--- src/rtl/nrzi_unstuff_rx_if.sv ---
// Line-side samples and enable into the receiver, decoded bit stream and status pulses out.
// master drives the line and enable; slave is the receiver.
interface nrzi_unstuff_rx_if;
    logic dp_in;
    logic dm_in;
    logic en_L;
    logic dec_bit;
    logic bit_valid;
    logic pause;
    logic eop_done;
    logic stuff_err;
    logic se0_err;

    modport master (
        output dp_in, dm_in, en_L,
        input  dec_bit, bit_valid, pause, eop_done, stuff_err, se0_err
    );

    modport slave (
        input  dp_in, dm_in, en_L,
        output dec_bit, bit_valid, pause, eop_done, stuff_err, se0_err
    );
endinterface

--- src/rtl/nrzi_unstuff_rx.sv ---
// NRZI decoder with bit unstuffing and EOP / line-error detection.
// Latency: one cycle, all outputs registered. No backpressure: one line sample per cycle; pause marks dropped stuff bits.
module nrzi_unstuff_rx #(
    parameter int STUFF_LEN = 6
) (
    input  logic              clk,
    input  logic              rst_L,
    nrzi_unstuff_rx_if.slave  rx
);

    localparam int CW = $clog2(STUFF_LEN + 1);
    localparam logic [CW-1:0] CNT_MAX = CW'(STUFF_LEN);

    typedef enum logic [2:0] {IDLE, RUN, EOP1, EOP2, ERR} state_t;

    state_t         state, state_nxt;
    logic           prev_level, prev_nxt;     // 1 = J, 0 = K
    logic [CW-1:0]  ones_cnt, cnt_nxt;

    logic dec_q, valid_q, pause_q, eop_q, serr_q, se0err_q;
    logic dec_nxt, valid_nxt, pause_nxt, eop_nxt, serr_nxt, se0err_nxt;

    logic           is_j, is_se0, is_se1;
    logic           ref_level, bit_one;
    logic [CW-1:0]  ref_cnt;

    assign is_j   =  rx.dp_in & ~rx.dm_in;
    assign is_se0 = ~rx.dp_in & ~rx.dm_in;
    assign is_se1 =  rx.dp_in &  rx.dm_in;

    // Leaving IDLE, the sample is decoded against a fresh J reference with an empty ones count.
    assign ref_level = (state == IDLE) ? 1'b1 : prev_level;
    assign ref_cnt   = (state == IDLE) ? '0   : ones_cnt;
    assign bit_one   = (is_j == ref_level);

    always_comb begin
        state_nxt  = state;
        prev_nxt   = prev_level;
        cnt_nxt    = ones_cnt;
        dec_nxt    = 1'b0;
        valid_nxt  = 1'b0;
        pause_nxt  = 1'b0;
        eop_nxt    = 1'b0;
        serr_nxt   = 1'b0;
        se0err_nxt = 1'b0;

        if (rx.en_L) begin
            state_nxt = IDLE;
        end else begin
            case (state)
                IDLE, RUN: begin
                    state_nxt = RUN;
                    prev_nxt  = ref_level;
                    cnt_nxt   = ref_cnt;
                    if (is_se1) begin
                        se0err_nxt = 1'b1;
                        state_nxt  = ERR;
                    end else if (is_se0) begin
                        state_nxt = EOP1;
                    end else begin
                        prev_nxt = is_j;
                        if (ref_cnt == CNT_MAX) begin
                            if (bit_one) begin
                                serr_nxt  = 1'b1;
                                state_nxt = ERR;
                            end else begin
                                pause_nxt = 1'b1;
                                cnt_nxt   = '0;
                            end
                        end else begin
                            valid_nxt = 1'b1;
                            dec_nxt   = bit_one;
                            cnt_nxt   = bit_one ? ref_cnt + 1'b1 : '0;
                        end
                    end
                end
                EOP1: begin
                    if (is_se0) begin
                        state_nxt = EOP2;
                    end else begin
                        se0err_nxt = 1'b1;
                        state_nxt  = ERR;
                    end
                end
                EOP2: begin
                    if (is_j) begin
                        eop_nxt   = 1'b1;
                        prev_nxt  = 1'b1;
                        cnt_nxt   = '0;
                        state_nxt = IDLE;
                    end else begin
                        se0err_nxt = 1'b1;
                        state_nxt  = ERR;
                    end
                end
                ERR: begin
                    state_nxt = ERR;
                end
                default: begin
                    state_nxt = IDLE;
                end
            endcase
        end
    end

    always_ff @(posedge clk or negedge rst_L) begin
        if (!rst_L) begin
            state      <= IDLE;
            prev_level <= 1'b1;
            ones_cnt   <= '0;
            dec_q      <= 1'b0;
            valid_q    <= 1'b0;
            pause_q    <= 1'b0;
            eop_q      <= 1'b0;
            serr_q     <= 1'b0;
            se0err_q   <= 1'b0;
        end else begin
            state      <= state_nxt;
            prev_level <= prev_nxt;
            ones_cnt   <= cnt_nxt;
            dec_q      <= dec_nxt;
            valid_q    <= valid_nxt;
            pause_q    <= pause_nxt;
            eop_q      <= eop_nxt;
            serr_q     <= serr_nxt;
            se0err_q   <= se0err_nxt;
        end
    end

    assign rx.dec_bit   = dec_q;
    assign rx.bit_valid = valid_q;
    assign rx.pause     = pause_q;
    assign rx.eop_done  = eop_q;
    assign rx.stuff_err = serr_q;
    assign rx.se0_err   = se0err_q;

endmodule

--- src/flat_wrapper.sv ---
// flat-port wrapper written by rule: the top's interface ports become plain ports
module nrzi_unstuff_rx_flat 
#(
    parameter int STUFF_LEN = 6
)
  (clk, rst_L, rx_dp_in, rx_dm_in, rx_en_L, rx_dec_bit, rx_bit_valid, rx_pause, rx_eop_done, rx_stuff_err, rx_se0_err);
  nrzi_unstuff_rx_if rx_i ();
  input  logic clk;
  input  logic rst_L;
  input wire logic [$bits(rx_i.dp_in)-1:0] rx_dp_in;
  input wire logic [$bits(rx_i.dm_in)-1:0] rx_dm_in;
  input wire logic [$bits(rx_i.en_L)-1:0] rx_en_L;
  output wire logic [$bits(rx_i.dec_bit)-1:0] rx_dec_bit;
  output wire logic [$bits(rx_i.bit_valid)-1:0] rx_bit_valid;
  output wire logic [$bits(rx_i.pause)-1:0] rx_pause;
  output wire logic [$bits(rx_i.eop_done)-1:0] rx_eop_done;
  output wire logic [$bits(rx_i.stuff_err)-1:0] rx_stuff_err;
  output wire logic [$bits(rx_i.se0_err)-1:0] rx_se0_err;
  assign rx_i.dp_in = rx_dp_in;
  assign rx_i.dm_in = rx_dm_in;
  assign rx_i.en_L = rx_en_L;
  assign rx_dec_bit = rx_i.dec_bit;
  assign rx_bit_valid = rx_i.bit_valid;
  assign rx_pause = rx_i.pause;
  assign rx_eop_done = rx_i.eop_done;
  assign rx_stuff_err = rx_i.stuff_err;
  assign rx_se0_err = rx_i.se0_err;
  nrzi_unstuff_rx #(.STUFF_LEN(STUFF_LEN)) u_core (.clk(clk), .rst_L(rst_L), .rx(rx_i));
endmodule
--- config.mk ---
export PLATFORM = sky130hd
export DESIGN_NAME = nrzi_unstuff_rx_flat
export DESIGN_NICKNAME = d
export VERILOG_FILES = /design/src/rtl/nrzi_unstuff_rx_if.sv /design/src/rtl/nrzi_unstuff_rx.sv /design/src/flat_wrapper.sv
export SDC_FILE = /design/constraint.sdc
export NUM_CORES = 1
export LEC_CHECK = 0
export CORE_MARGIN = 2
export CORE_UTILIZATION = 30
export CTS_BUF_LIST = sky130_fd_sc_hd__clkbuf_8
export DETAILED_ROUTE_END_ITERATION = 8
export HOLD_SLACK_MARGIN = 0.03
export PLACE_DENSITY = 0.46
export REMOVE_ABC_BUFFERS = 1
export SLEW_MARGIN = 20
export SYNTH_ARGS = -nofsm -noshare
export SYNTH_HDL_FRONTEND = slang
export SYNTH_SLANG_ARGS = --single-unit
--- constraint.sdc ---
create_clock -name clk -period 2.3 [get_ports clk]
set_clock_uncertainty 0.15 [all_clocks]
set_input_delay 0.575 -clock clk [delete_from_list [all_inputs] [get_ports clk]]
set_output_delay 0.575 -clock clk [all_outputs]
set_load 0.01 [all_outputs]
==> out/qor.txt, run 1 <==
Status: completed
First-pass GRT wire length: 3.41 mm
IO Count: 11
Root buf cell: clkbuf_8
Post_cts resized: 0
Number of iterations in the first detailed-routing pass: 4
Max Freq: 492 MHz
Post-CTS setup buffer count: 0
Top layer reached by signal wires: met4
Overflow after GRT: 0
CP arrival: 2.04 ns
Crit path capture type: flop
Proportion of layout cells with a drive suffix above 1: 19.4%
Initial cell density of the core: 31.0%
CP Max Fanout: 5
Final Cycle Share: 88.3%
Placement row count: 19
Mean number of vias per cell: 5.19
Cell area after synthesis: 833 um2
Distinct cell type count of the synthesized netlist: 40
Syn_area_per_cell: 9.47 um2
Measured slew at the worst slew-check pin: 0.626 ns
Vias in the first global route: 711
HP Class: flop to flop
TNS Setup: 0 ns
Largest net degree at the start of global routing: 14
DR WL met3: 73 um
CP Class: flop to flop
Most common library cell in the layout ignoring fill and taps: dfrtp_1
Post-synth top area cell: dfrtp_1
Peak supply drop: 0.000250 V
Fin. Hold Viols: 0
GP Congestion: 0.770
WL/cell: 14.5 um
Total number of vias: 696
Unrepaired setup endpoints after global routing: false
Max transition margin: 58.2%
Synth Register Bits: 13
Fin util: 38.8%
Worst Path Required: 2.31 ns
Max-Cap Viols: 0
Hold_ws: 0.416 ns
WL met2: 930 um
Die ar.: 3220 um2
CORE AREA: 2690 um2
H-tree levels: 1
DIE WIDTH: 56.7 um
GR Util All Layers: 14.0%
ANT nets after route: 0
Clk_lat worst skew: 0.24 ns
Seq/Total Area, Yosys: 39.2%
I/O Buffers: 10
Synth top area share: 36.0%
Period minus WS final: 2.03 ns
Diode count: 0
Die span in y: 56.7 um
Synth area leaders: dfrtp_1 36%, nor2b_1 3.8%, o21ai_0 3.6%, inv_1 3.6%, dfstp_2 3.2%
TritonCTS clock tree: done
Layout area overhead: 25.2%
Num Clock Sinks: 13
Hold buffer count at cts: 0
# DRC: 0
PwrDens: 584 nW/um2
Num CTS Buffers: 3
Fin. max-slew vios: 0
Leakage: 0.444 nW
DP HPWL: 1.45 mm
Clk pin slew, worst setup/hold paths: 0.06 ns
Fin nets: 111
Initial DRC Count: 21
Initial antenna violation count: 0
Synthesized netlist cell count: 88
Yosys warns: 0
Routed met1 length: 935 um
Clk buf depth: 2
Most frequent cells in the layout: 12 x dfrtp_1, 10 x clkdlybuf4s50_1, 9 x inv_1
Setup-failing EPs final: 0
CP startpoint kind: flop
Post-Route WL: 1.95 mm
## path summary, 6_finish.rpt
kind	startpoint	end	slack (ns)	cells past startpoint
worst max-delay path	u_core.state[0]	u_core.ones_cnt[0]	0.27	7
worst min-delay path	u_core.ones_cnt[1]	u_core.ones_cnt[1]	0.42	2
worst max register to register	u_core.state[0]	u_core.ones_cnt[0]	0.27	7
worst min register to register	u_core.ones_cnt[1]	u_core.ones_cnt[1]	0.42	2
max in group asynchronous	rst_L	u_core.rx.pause	1.02	1
min in group asynchronous	rst_L	u_core.state[1]	0.57	1
## sequential cells by signal, summed over array words and instances (netlist names)
signal	count
u_core.rx.pause	1
u_core.prev_level	1
u_core.rx.bit_valid	1
u_core.rx.stuff_err	1
u_core.state	3
u_core.ones_cnt	3
u_core.rx.eop_done	1
u_core.rx.dec_bit	1
u_core.rx.se0_err	1
## report_power, final
part	total, W	internal, W	leakage, nW	switching, W
sequential	0.000270	0.000248	0.174	0.0000226
clock	0.000203	0.000118	0.0269	0.0000853
combinational	0.000137	0.0000641	0.244	0.0000724
total	0.000610	0.000430	0.444	0.000180
## routing by layer
metal	GRT usage, %	vias to the layer above
met4	7.14	0
met3	3.00	2
met2	21.1	10
met1	18.8	341
met5	0	-
li1	-	343
## critical path, cell delays in order, from the launching register on
cell	delay, ns
dfrtp_1	0.43
nor3_4	0.25
nand2b_1	0.16
ha_1	0.21
o311ai_2	0.18
o21ai_0	0.25
nand3_1	0.11
a32oi_1	0.21
## stage by stage
step / total power (W) / instances / setup WS [ns] / instance area [um2]
global route: 0.000648 / 134 / 0.0535 / 1040
CTS: 0.000621 / 134 / 0.258 / 1040
finish: 0.000610 / 134 / 0.268 / 1040
global placement: 0.000411 / 130 / 0.0632 / 998
floorplan: 0.000349 / 82 / 0.281 / 807
detailed placement: 0.000409 / 130 / 0.00148 / 998
## cell families after synthesis
| logic type | Yosys count | synth area share [%] |
|---|---|---|
| simple gates | 30 | 24.3 |
| mux | 2 | 2.55 |
| buf+inv | 14 | 6.76 |
| xor+xnor | 1 | 1.05 |
| compound gates | 25 | 21.8 |
| flops | 13 | 39.2 |
| fa+ha+maj | 3 | 4.35 |
## Yosys cell counts (all sizes together)
master	count
or3	1
dfstp	1
o221ai	1
nand4	1
or2	1
o211ai	1
clkbuf	3
nor2	7
buf	3
a22oi	1
nand3b	2
o211a	1
xnor2	1
nand2b	4
o21ai	10
a21o	1
maj3	1
a31o	1
nand3	2
ha	2
nor4b	1
inv	8
mux2i	1
a211oi	1
a32oi	1
o311ai	1
dfrtp	12
a21oi	4
nand2	1
mux2	1
nor4	2
a311o	1
nor2b	5
nor3	3
o41ai	1
## cell type report
cell class / count / area, um2
clock buffer: 3 / 41.3
tap: 31 / 38.8
clock inverter: 1 / 3.75
multi-input combinational: 61 / 450
inverter: 8 / 30.0
sequential: 13 / 327
timing repair buffer: 17 / 153
fill: 288 / 1640
Power figures use the tool's default switching activity.
==> run 2: changes to the inputs <==
--- a/config.mk
+++ b/config.mk
@@ -5,6 +5,7 @@
 export SDC_FILE = /design/constraint.sdc
 export NUM_CORES = 1
 export LEC_CHECK = 0
+export ABC_AREA = 1
 export CORE_MARGIN = 2
 export CORE_UTILIZATION = 30
 export CTS_BUF_LIST = sky130_fd_sc_hd__clkbuf_8
==> out/qor.txt, run 2 <==
Top_reg_cell synth: dfrtp_1
Clk_lat worst skew: 0.24 ns
Root buf cell: clkbuf_8
Clk buf depth: 2
Top-count cell post-synth: nand2_1
Fill cells: 244
Fin. Hold Viols: 0
CP startpoint kind: flop
Cell area after synthesis: 777 um2
CORE AREA: 2450 um2
Worst R2R Setup Slack: 0.35 ns
Post-CTS setup buffer count: 0
TNS Setup: 0 ns
Grt met1 use: 17.8%
Mean number of vias per cell: 4.50
Final Cycle Share: 85.0%
Most common library cell in the layout ignoring fill and taps: nand2_1
Most frequent cells in the layout: 30 x nand2_1, 15 x inv_1, 12 x dfrtp_1
Top flop regs: u_core.ones_cnt x3, u_core.state x3
Number of iterations in the first detailed-routing pass: 5
Unrepaired setup endpoints after global routing: false
Reg-to-reg startpoint: u_core.state[1]
Crit-path leading delay family: simple AND/OR/NAND/NOR gates
# DRC: 0
ANT nets after route: 0
Most Crowded Layer GR: met2
Initial antenna violation count: 0
Num Clock Sinks: 13
Crit path buffers/inverters: 2
Crit-path cells: nor2_2 > nand2_4 > inv_1 > nor2_1 > ha_1 > inv_1 > nor2_8 > nand3_2 > nand2_1 > nand2_1 > nand2_1 > nand2_1 > nand2_1
Peak supply drop: 0.000246 V
Grt met2 use: 19.0%
Measured slew at the worst slew-check pin: 0.602 ns
Overflow after GRT: 0
Synth top cells by count: 30 x nand2_1, 14 x inv_1, 12 x dfrtp_1
Critical path origin: u_core.state[1]
I/O Buffers: 10
Crit path capture type: flop
Die span in y: 54.9 um
Fin. max-slew vios: 0
Post_cts resized: 0
Fin nets: 129
Hold_ws: 0.336 ns
Post-synth EDFFs: 0
Max transition margin: 59.8%
Total power: 0.000595 W
DIE WIDTH: 54.9 um
CP Max Fanout: 7
H-tree levels: 1
Initial DRC Count: 27
Yosys warns: 0
Synth area leaders: dfrtp_1 39%, nand2_1 14%, inv_1 6.8%, nand3_1 5.2%, nor2_1 3.9%
GR Util All Layers: 13.3%
Leakage: 0.544 nW
Setup-failing EPs final: 0
Max-Cap Viols: 0
DP HPWL: 1.25 mm
Status: completed
Clk pin slew, worst setup/hold paths: 0.05 ns
Seq/Total Area, Yosys: 42.0%
WL/cell: 10.5 um
Placement row count: 18
Synth Register Bits: 13
Vias in the first global route: 602
Distinct cell type count of the synthesized netlist: 19
Synthesized netlist cell count: 105
Fraction of registers with async set/reset: 100%
CP most frequent cell: nand2_1
Die ar.: 3010 um2
CP arrival: 1.99 ns
Largest net degree at the start of global routing: 14
Diode count: 0
Layout area overhead: 25.4%
Syn_area_per_cell: 7.40 um2
HP Class: flop to flop
Initial cell density of the core: 31.7%
Met3 Track Usage GR: 2.42%
Period minus WS final: 1.95 ns
Proportion of layout cells with a drive suffix above 1: 17.4%
First-pass GRT wire length: 2.74 mm
Max Freq: 512 MHz
Post-Route WL: 1.59 mm
Synth top area share: 38.6%
Hold buffer count at cts: 0
TritonCTS clock tree: done
Critical path's largest stage delay: 0.47 ns
PwrDens: 610 nW/um2
GP Congestion: 0.858
Hold Path Origin: u_core.ones_cnt[1]
IO Count: 11
CP max stage cell: dfrtp_1
Total number of vias: 680
CP Class: flop to flop
Worst Path Required: 2.33 ns
Num CTS Buffers: 3
Post-synth top area cell: dfrtp_1
## run 2: final cells by class
type | count | area, um2 | area share, %
Inverter | 20 | 75.1 | 7.70
Multi-Input combinational cell | 72 | 375 | 38.5
Tap cell | 30 | 37.5 | 3.85
Timing Repair Buffer | 12 | 115 | 11.8
Clock buffer | 3 | 41.3 | 4.24
Sequential cell | 13 | 327 | 33.5
Clock inverter | 1 | 3.75 | 0.385
## run 2: where the power goes
group          internal [W]  switching [W]  total (W)
logic             0.0000486      0.0000838   0.000132
clock network      0.000118      0.0000827   0.000201
registers          0.000249      0.0000122   0.000261
## run 2: worst reg2reg max path, delay by kind of cell (launching register included)
kind | cells | cell delay, ns
fa+ha+maj | 1 | 0.21
buf+inv | 2 | 0.15
simple gates | 10 | 0.91
flops | 1 | 0.47
## run 2: worst paths after layout
kind | endpoint | cells past startpoint
max | u_core.ones_cnt[1] | 13
min reg2reg | u_core.ones_cnt[1] | 2
max reg2reg | u_core.ones_cnt[1] | 13
min | u_core.ones_cnt[1] | 2
min in group asynchronous | u_core.rx.se0_err | 1
max in group asynchronous | u_core.ones_cnt[2] | 1
## run 2: cell families (layout without fill, tap and decap cells)
| family | after synthesis | count (layout) | synth area share [%] |
|---|---|---|---|
| flops | 13 | 13 | 42.0 |
| simple gates | 64 | 64 | 41.2 |
| buf+inv | 20 | 36 | 9.66 |
| fa+ha+maj | 2 | 2 | 3.22 |
| compound gates | 6 | 6 | 3.86 |
## run 2: through the flow
stage	setup slack [ns]	util, %	instances	cell area [um2]
after floorplan	0.529	-	105	777
after global placement	0.211	37.9	147	930
after global routing	0.159	39.7	151	975
after CTS	0.337	39.7	151	975
after detailed placement	0.202	37.9	147	930
final	0.346	39.7	151	975
## run 2: metal layers
layer	share of wire [%]	wire, um	vias to the layer above
met5	0	0	-
met1	51	804	297
met2	41	646	19
met3	5.8	92	5
li1	-	-	359
met4	3.0	48	0
